--- config.mk ---
export PLATFORM = sky130hd
export DESIGN_NAME = cpu_data_ram
export DESIGN_NICKNAME = d
export VERILOG_FILES = /design/src/rtl/cpu_data_ram.sv
export SDC_FILE = /design/constraint.sdc
export NUM_CORES = 1
export LEC_CHECK = 0
export CORE_UTILIZATION = 65
export CTS_CLUSTER_DIAMETER = 200
export DETAILED_ROUTE_END_ITERATION = 10
export GPL_TIMING_DRIVEN = 0
export HOLD_SLACK_MARGIN = 0.05
export PLACE_DENSITY = 0.82
export SYNTH_ARGS = -nofsm -noshare
export SYNTH_HDL_FRONTEND = slang
export SYNTH_SLANG_ARGS = --single-unit
--- constraint.sdc ---
create_clock -name clk -period 11.3 [get_ports clk]
set_input_delay 2.26 -clock clk [delete_from_list [all_inputs] [get_ports clk]]
set_output_delay 2.26 -clock clk [all_outputs]
set_load 0.02 [all_outputs]
--- src/rtl/cpu_data_ram.sv ---
// Data-memory responder for the 4-bit CPU: 240-nibble scrubbed RAM plus a memory-mapped
// I/O page (output port, synchronised input, timer, LFSR random source, status).
module cpu_data_ram #(
   parameter logic [7:0]  IO_BASE   = 8'hF0,
   parameter logic [3:0]  LFSR_SEED = 4'b0001,
   parameter int unsigned TIMER_DIV = 4
) (
   input  logic       clk,
   input  logic       rst,
   input  logic       ram_RW,
   input  logic       ram_EN,
   input  logic [7:0] ram_address_bus,
   input  logic [3:0] ram_data_bus_out,
   output logic [3:0] ram_data_bus_in,
   input  logic [3:0] io_in,
   output logic [3:0] io_out,
   output logic       io_out_strobe,
   output logic       ram_busy
);

   localparam logic [15:0] PRESC_MAX = 16'(TIMER_DIV - 1);
   localparam logic [7:0]  LAST_ADDR = IO_BASE - 8'd1;

   typedef enum logic {ST_SCRUB = 1'b0, ST_READY = 1'b1} state_t;

   function automatic logic [3:0] lfsr_next(input logic [3:0] q);
      return {q[2:0], q[3] ^ q[2]};
   endfunction

   state_t      state_r, state_s;
   logic [7:0]  ptr_r, ptr_s;
   logic [3:0]  mem_r [0:int'(IO_BASE)-1];
   logic [3:0]  sync1_r, sync2_r;
   logic [7:0]  timer_r;
   logic [15:0] presc_r;
   logic [3:0]  shadow_r;
   logic [3:0]  lfsr_r;
   logic        ovf_r;

   logic        scrub_we_s, rd_s, wr_s, is_ram_s;
   logic [7:0]  io_off_s;
   logic [3:0]  rd_data_s;
   logic        out_wr_s, timlo_rd_s, timlo_wr_s, rand_rd_s, rand_wr_s, status_rd_s;
   logic        tick_s, wrap_s;

   // Scrub FSM state and pointer register
   always_ff @(posedge clk) begin
      if (rst) begin
         state_r <= ST_SCRUB;
         ptr_r   <= 8'd0;
      end else begin
         state_r <= state_s;
         ptr_r   <= ptr_s;
      end
   end

   // Scrub FSM next-state: walk the RAM once, then serve accesses
   always_comb begin
      state_s    = state_r;
      ptr_s      = ptr_r;
      scrub_we_s = 1'b0;
      case (state_r)
         ST_SCRUB: begin
            scrub_we_s = !rst;
            if (ptr_r == LAST_ADDR) begin
               state_s = ST_READY;
               ptr_s   = 8'd0;
            end else begin
               ptr_s = ptr_r + 8'd1;
            end
         end
         ST_READY: begin
            state_s = ST_READY;
         end
         default: begin
            state_s = ST_SCRUB;
            ptr_s   = 8'd0;
         end
      endcase
   end

   assign ram_busy = (state_r == ST_SCRUB);

   // Access decode and read-data mux
   always_comb begin
      rd_s        = ram_EN && (state_r == ST_READY) && ram_RW;
      wr_s        = ram_EN && (state_r == ST_READY) && !ram_RW;
      is_ram_s    = (ram_address_bus < IO_BASE);
      io_off_s    = ram_address_bus - IO_BASE;
      out_wr_s    = wr_s && !is_ram_s && (io_off_s == 8'd0);
      timlo_rd_s  = rd_s && !is_ram_s && (io_off_s == 8'd2);
      timlo_wr_s  = wr_s && !is_ram_s && (io_off_s == 8'd2);
      rand_rd_s   = rd_s && !is_ram_s && (io_off_s == 8'd4);
      rand_wr_s   = wr_s && !is_ram_s && (io_off_s == 8'd4);
      status_rd_s = rd_s && !is_ram_s && (io_off_s == 8'd5);
      rd_data_s   = 4'h0;
      if (is_ram_s) begin
         rd_data_s = mem_r[ram_address_bus];
      end else begin
         case (io_off_s)
            8'd0:    rd_data_s = io_out;
            8'd1:    rd_data_s = sync2_r;
            8'd2:    rd_data_s = timer_r[3:0];
            8'd3:    rd_data_s = shadow_r;
            8'd4:    rd_data_s = lfsr_r;
            8'd5:    rd_data_s = {2'b00, ovf_r, 1'b1};
            default: rd_data_s = 4'h0;
         endcase
      end
   end

   // RAM array: scrub zeroing has priority over CPU writes (they never coincide)
   always_ff @(posedge clk) begin
      if (scrub_we_s) begin
         mem_r[ptr_r] <= 4'h0;
      end else if (wr_s && is_ram_s) begin
         mem_r[ram_address_bus] <= ram_data_bus_out;
      end
   end

   // Prescaler tick and timer wrap; a TIMLO write suppresses the tick
   always_comb begin
      tick_s = (presc_r == PRESC_MAX) && !timlo_wr_s;
      wrap_s = tick_s && (timer_r == 8'hFF);
   end

   // Read data, output port, synchroniser, LFSR and shadow registers
   always_ff @(posedge clk) begin
      if (rst) begin
         ram_data_bus_in <= 4'h0;
         io_out          <= 4'h0;
         io_out_strobe   <= 1'b0;
         sync1_r         <= 4'h0;
         sync2_r         <= 4'h0;
         shadow_r        <= 4'h0;
         lfsr_r          <= LFSR_SEED;
      end else begin
         sync1_r       <= io_in;
         sync2_r       <= sync1_r;
         io_out_strobe <= out_wr_s;
         if (rd_s) begin
            ram_data_bus_in <= rd_data_s;
         end
         if (out_wr_s) begin
            io_out <= ram_data_bus_out;
         end
         if (timlo_rd_s) begin
            shadow_r <= timer_r[7:4];
         end
         if (rand_wr_s) begin
            lfsr_r <= (ram_data_bus_out == 4'h0) ? LFSR_SEED : ram_data_bus_out;
         end else if (rand_rd_s) begin
            lfsr_r <= lfsr_next(lfsr_r);
         end
      end
   end

   // Timer, prescaler and sticky overflow (set beats a STATUS-read clear)
   always_ff @(posedge clk) begin
      if (rst) begin
         presc_r <= 16'd0;
         timer_r <= 8'd0;
         ovf_r   <= 1'b0;
      end else begin
         if (timlo_wr_s || (presc_r == PRESC_MAX)) begin
            presc_r <= 16'd0;
         end else begin
            presc_r <= presc_r + 16'd1;
         end
         if (timlo_wr_s) begin
            timer_r <= 8'd0;
         end else if (tick_s) begin
            timer_r <= timer_r + 8'd1;
         end
         if (wrap_s) begin
            ovf_r <= 1'b1;
         end else if (status_rd_s) begin
            ovf_r <= 1'b0;
         end
      end
   end

endmodule

==> summary.txt <==
Floorplan
  – Die footprint: 64,400 sq um
  – Die W: 254 um
  – Row count: 91
  – Die height: 254 um
  – Core area: 62,200 sq um
  – Boundary pin count: 30
  – Starting Density: 66.2%

Placed design
  – Place WS: 4450 ps
  – DP Area: 42,800 sq um
  – Port buffer count: 26
  – Post-DP HPWL: 80,500 um
  – GP Congestion: 1.05
  – Dpl cells: 3,096

Synthesis
  – Ys flop type: edfxtp_1
  – Ys Warns: 0
  – Post-synthesis cell type count: 67
  – Mapped Nets: 2,245
  – Mean Syn Cell Area: 18.5 sq um
  – Syn Inst Count: 2,222
  – Synth async-reset ratio: 0%
  – Post-Syn Area: 41,200 sq um
  – Synth Register Bits: 1,019
  – Post-synth EDFFs: 960
  – Seq/Total Area, Yosys: 72.9%

Final layout
  – Layout Cells excl Fill: 3,270
  – Share of cells above drive strength 1: 19.9%
  – Reg area: 30,000 sq um
  – Multi-input logic area: 10,200 sq um
  – Fin util: 73.8%
  – Number of fill cells: 3,503
  – Commonest non-fill, non-tap cell in the layout: edfxtp_1
  – Design area: 45,900 sq um
  – Fin nets: 2,382
  – Synthesis-to-finish area growth: 11.4%
  – Most frequent cells in the layout: edfxtp_1 (960), nor2_1 (319), mux4_2 (214), clkbuf_16 (100), mux2i_1 (80)

Drt
  – Average routed wire per standard cell: 38.6 um
  – Routed Antenna Nets: 0
  – DR iter-0 viols: 4,624
  – Avg Vias per Cell: 7.47
  – Pre-antenna DRT Iters: 9
  – Post-Route WL: 126,000 um
  – Vias after detailed routing: 24,426
  – Drc violations: 0

Critical path
  – R2r worst-path depth: 7
  – Register-to-register path setup slack: 6860 ps
  – Crit path capture type: flop
  – CP required: 11,600 ps
  – CP startpoint kind: input pin
  – CP max FO: 10
  – Reg-to-Reg End: mem_r[228][3]$_DFFE_PP_
  – Worst path arrival time: 6850 ps
  – RR Startpoint: state_r$_SDFF_PP0_
  – Kind of critical path: input pin to flop

Power
  – Power density cells: 166 nW/um^2
  – Peak supply drop: 0.000136 V
  – Total power: 7.63 mW
  – Leak pwr: 16.5 nW

STA
  – Tightest Pin Transition: 1570 ps
  – Unrepaired setup endpoints after global routing: no
  – Final setup violation count: 0
  – Slew HR: -4.61%
  – Clock skew: 24.8 ps
  – Fin Hold WS: 449 ps
  – Final Critical Period: 6550 ps
  – Setup ws final: 4750 ps
  – Setup TNS Final: 0 ps
  – Max Clk Rate: 153 MHz
  – Max Slew Vio Count: 21
  – Hold Fails Final Rpt: 0
  – Final period util: 57.9%

CTS
  – CTS Hold Bufs: 0
  – H-tree levels: 3
  – Clock Sinks: 1,019
  – Post-CTS Setup Bufs: 0
  – Clock slew at reported path FFs: 60 ps
  – Longest Clk Path Bufs: 3
  – Total CTS buffers: 98
  – Worst skew pair latency: 660 ps
  – Clock tree from TritonCTS: yes
  – # resized after CTS: 0
  – CTS root buffer: clkbuf_16

Run
  – Max-cap violations: 3

Global route
  – Total Routing Usage GR: 40.2%
  – Grt ovf: 0
  – Number of global-route vias before repair: 23,756
  – Initial antenna violation count: 2
  – Largest net degree at the start of global routing: 97
  – First-pass GRT wire length: 174,000 um

Outcome
  – Failing checks: capacitance limit, slew limit
  – Status: finished with violations

Hold path
  – Worst Hold Depth: 1
  – Hold Path Class: flop to flop
  – Hold path start: sync1_r[1]$_SDFF_PP0_
  – Hold worst-path end: sync2_r[1]$_SDFF_PP0_
-- flip-flops by register name, indices dropped and copies added (netlist names), 8 cells and up --
register / flops
mem_r: 960
timer_r: 8
ptr_r: 8
presc_r: 16
-- cell type report --
class | count | share of cell area, %
buffer | 133 | 2.00
inverter | 9 | 0.0737
multi-input combinational | 1061 | 22.3
clock inverter | 60 | 1.13
tap | 837 | 2.28
clock buffer | 113 | 5.56
antenna | 1 | 0.00546
timing repair buffer | 37 | 1.19
sequential | 1019 | 65.4
-- where the power goes --
group	leakage (nW)	switching [mW]	internal (mW)	total, mW
registers	11.1	0.00509	4.07	4.08
clock network	1.50	1.40	1.81	3.21
logic	3.86	0.231	0.107	0.338
total	16.5	1.64	5.99	7.63
-- worst max-delay path by stage --
stage                     slack (ps)               start                      end
final                           4750  ram_address_bus[2]  mem_r[162][3]$_DFFE_PP_
after global routing            4950  ram_address_bus[1]  mem_r[123][0]$_DFFE_PP_
after CTS                       5000  ram_address_bus[1]  mem_r[203][3]$_DFFE_PP_
after detailed placement        4450  ram_address_bus[1]  mem_r[203][0]$_DFFE_PP_
after global placement          1040              ram_EN   mem_r[86][0]$_DFFE_PP_
after floorplan                 4680              ram_EN    mem_r[0][0]$_DFFE_PP_
-- worst max-delay path: stages --
cell and delay [ps]:
clkdlybuf4s50_1 690, buf_2 430, nor2_1 200, clkbuf_1 880, o21ai_0 590, or3_1 570, clkbuf_1 590, nor2_1 610
-- layer usage --
layer | GRT usage (%) | share of wire, %
met1 | 51.5 | 32
met2 | 58.8 | 44
met3 | 14.6 | 16
met4 | 25.4 | 8.0
met5 | 1.62 | 0.17
-- cells in the mapped netlist, types with 5 or more instances --
master / n / share of area (%)
buf_4: 21 / 0.38
a211oi_1: 13 / 0.24
a221oi_1: 8 / 0.17
mux2i_1: 80 / 1.9
nor2b_1: 22 / 0.33
nor4_1: 7 / 0.11
buf_2: 33 / 0.40
edfxtp_1: 960 / 70
and3_1: 14 / 0.21
nand2_1: 57 / 0.52
a22oi_1: 21 / 0.38
inv_1: 8 / 0.073
xor2_1: 15 / 0.32
mux4_2: 214 / 12
buf_12: 6 / 0.29
or2_2: 19 / 0.29
o22ai_1: 5 / 0.076
or3_1: 20 / 0.30
nor2_1: 319 / 2.9
a311oi_1: 7 / 0.15
o21ai_0: 27 / 0.33
dfxtp_1: 59 / 2.9
nand4_1: 11 / 0.17
mux2_2: 6 / 0.16
a22o_1: 6 / 0.13
clkbuf_1: 44 / 0.40
nand3_1: 27 / 0.33
xnor2_1: 10 / 0.21
o221ai_1: 7 / 0.15
buf_6: 22 / 0.60
nor3b_1: 5 / 0.091
and2_1: 6 / 0.091
nor3_1: 17 / 0.21
a31oi_1: 7 / 0.11
nand2b_1: 7 / 0.11
a21oi_1: 25 / 0.30
mux4_1: 25 / 1.6
-- cells by family after synthesis --
logic type,after synthesis,share of synthesized area [%]
compound gates,170,2.98
xor+xnor,25,0.532
fa+ha+maj,3,0.0912
buf+inv,142,2.31
flops,1019,72.9
mux,325,15.4
simple gates,538,5.79
Note: power is estimated with default switching activity, not from simulation.
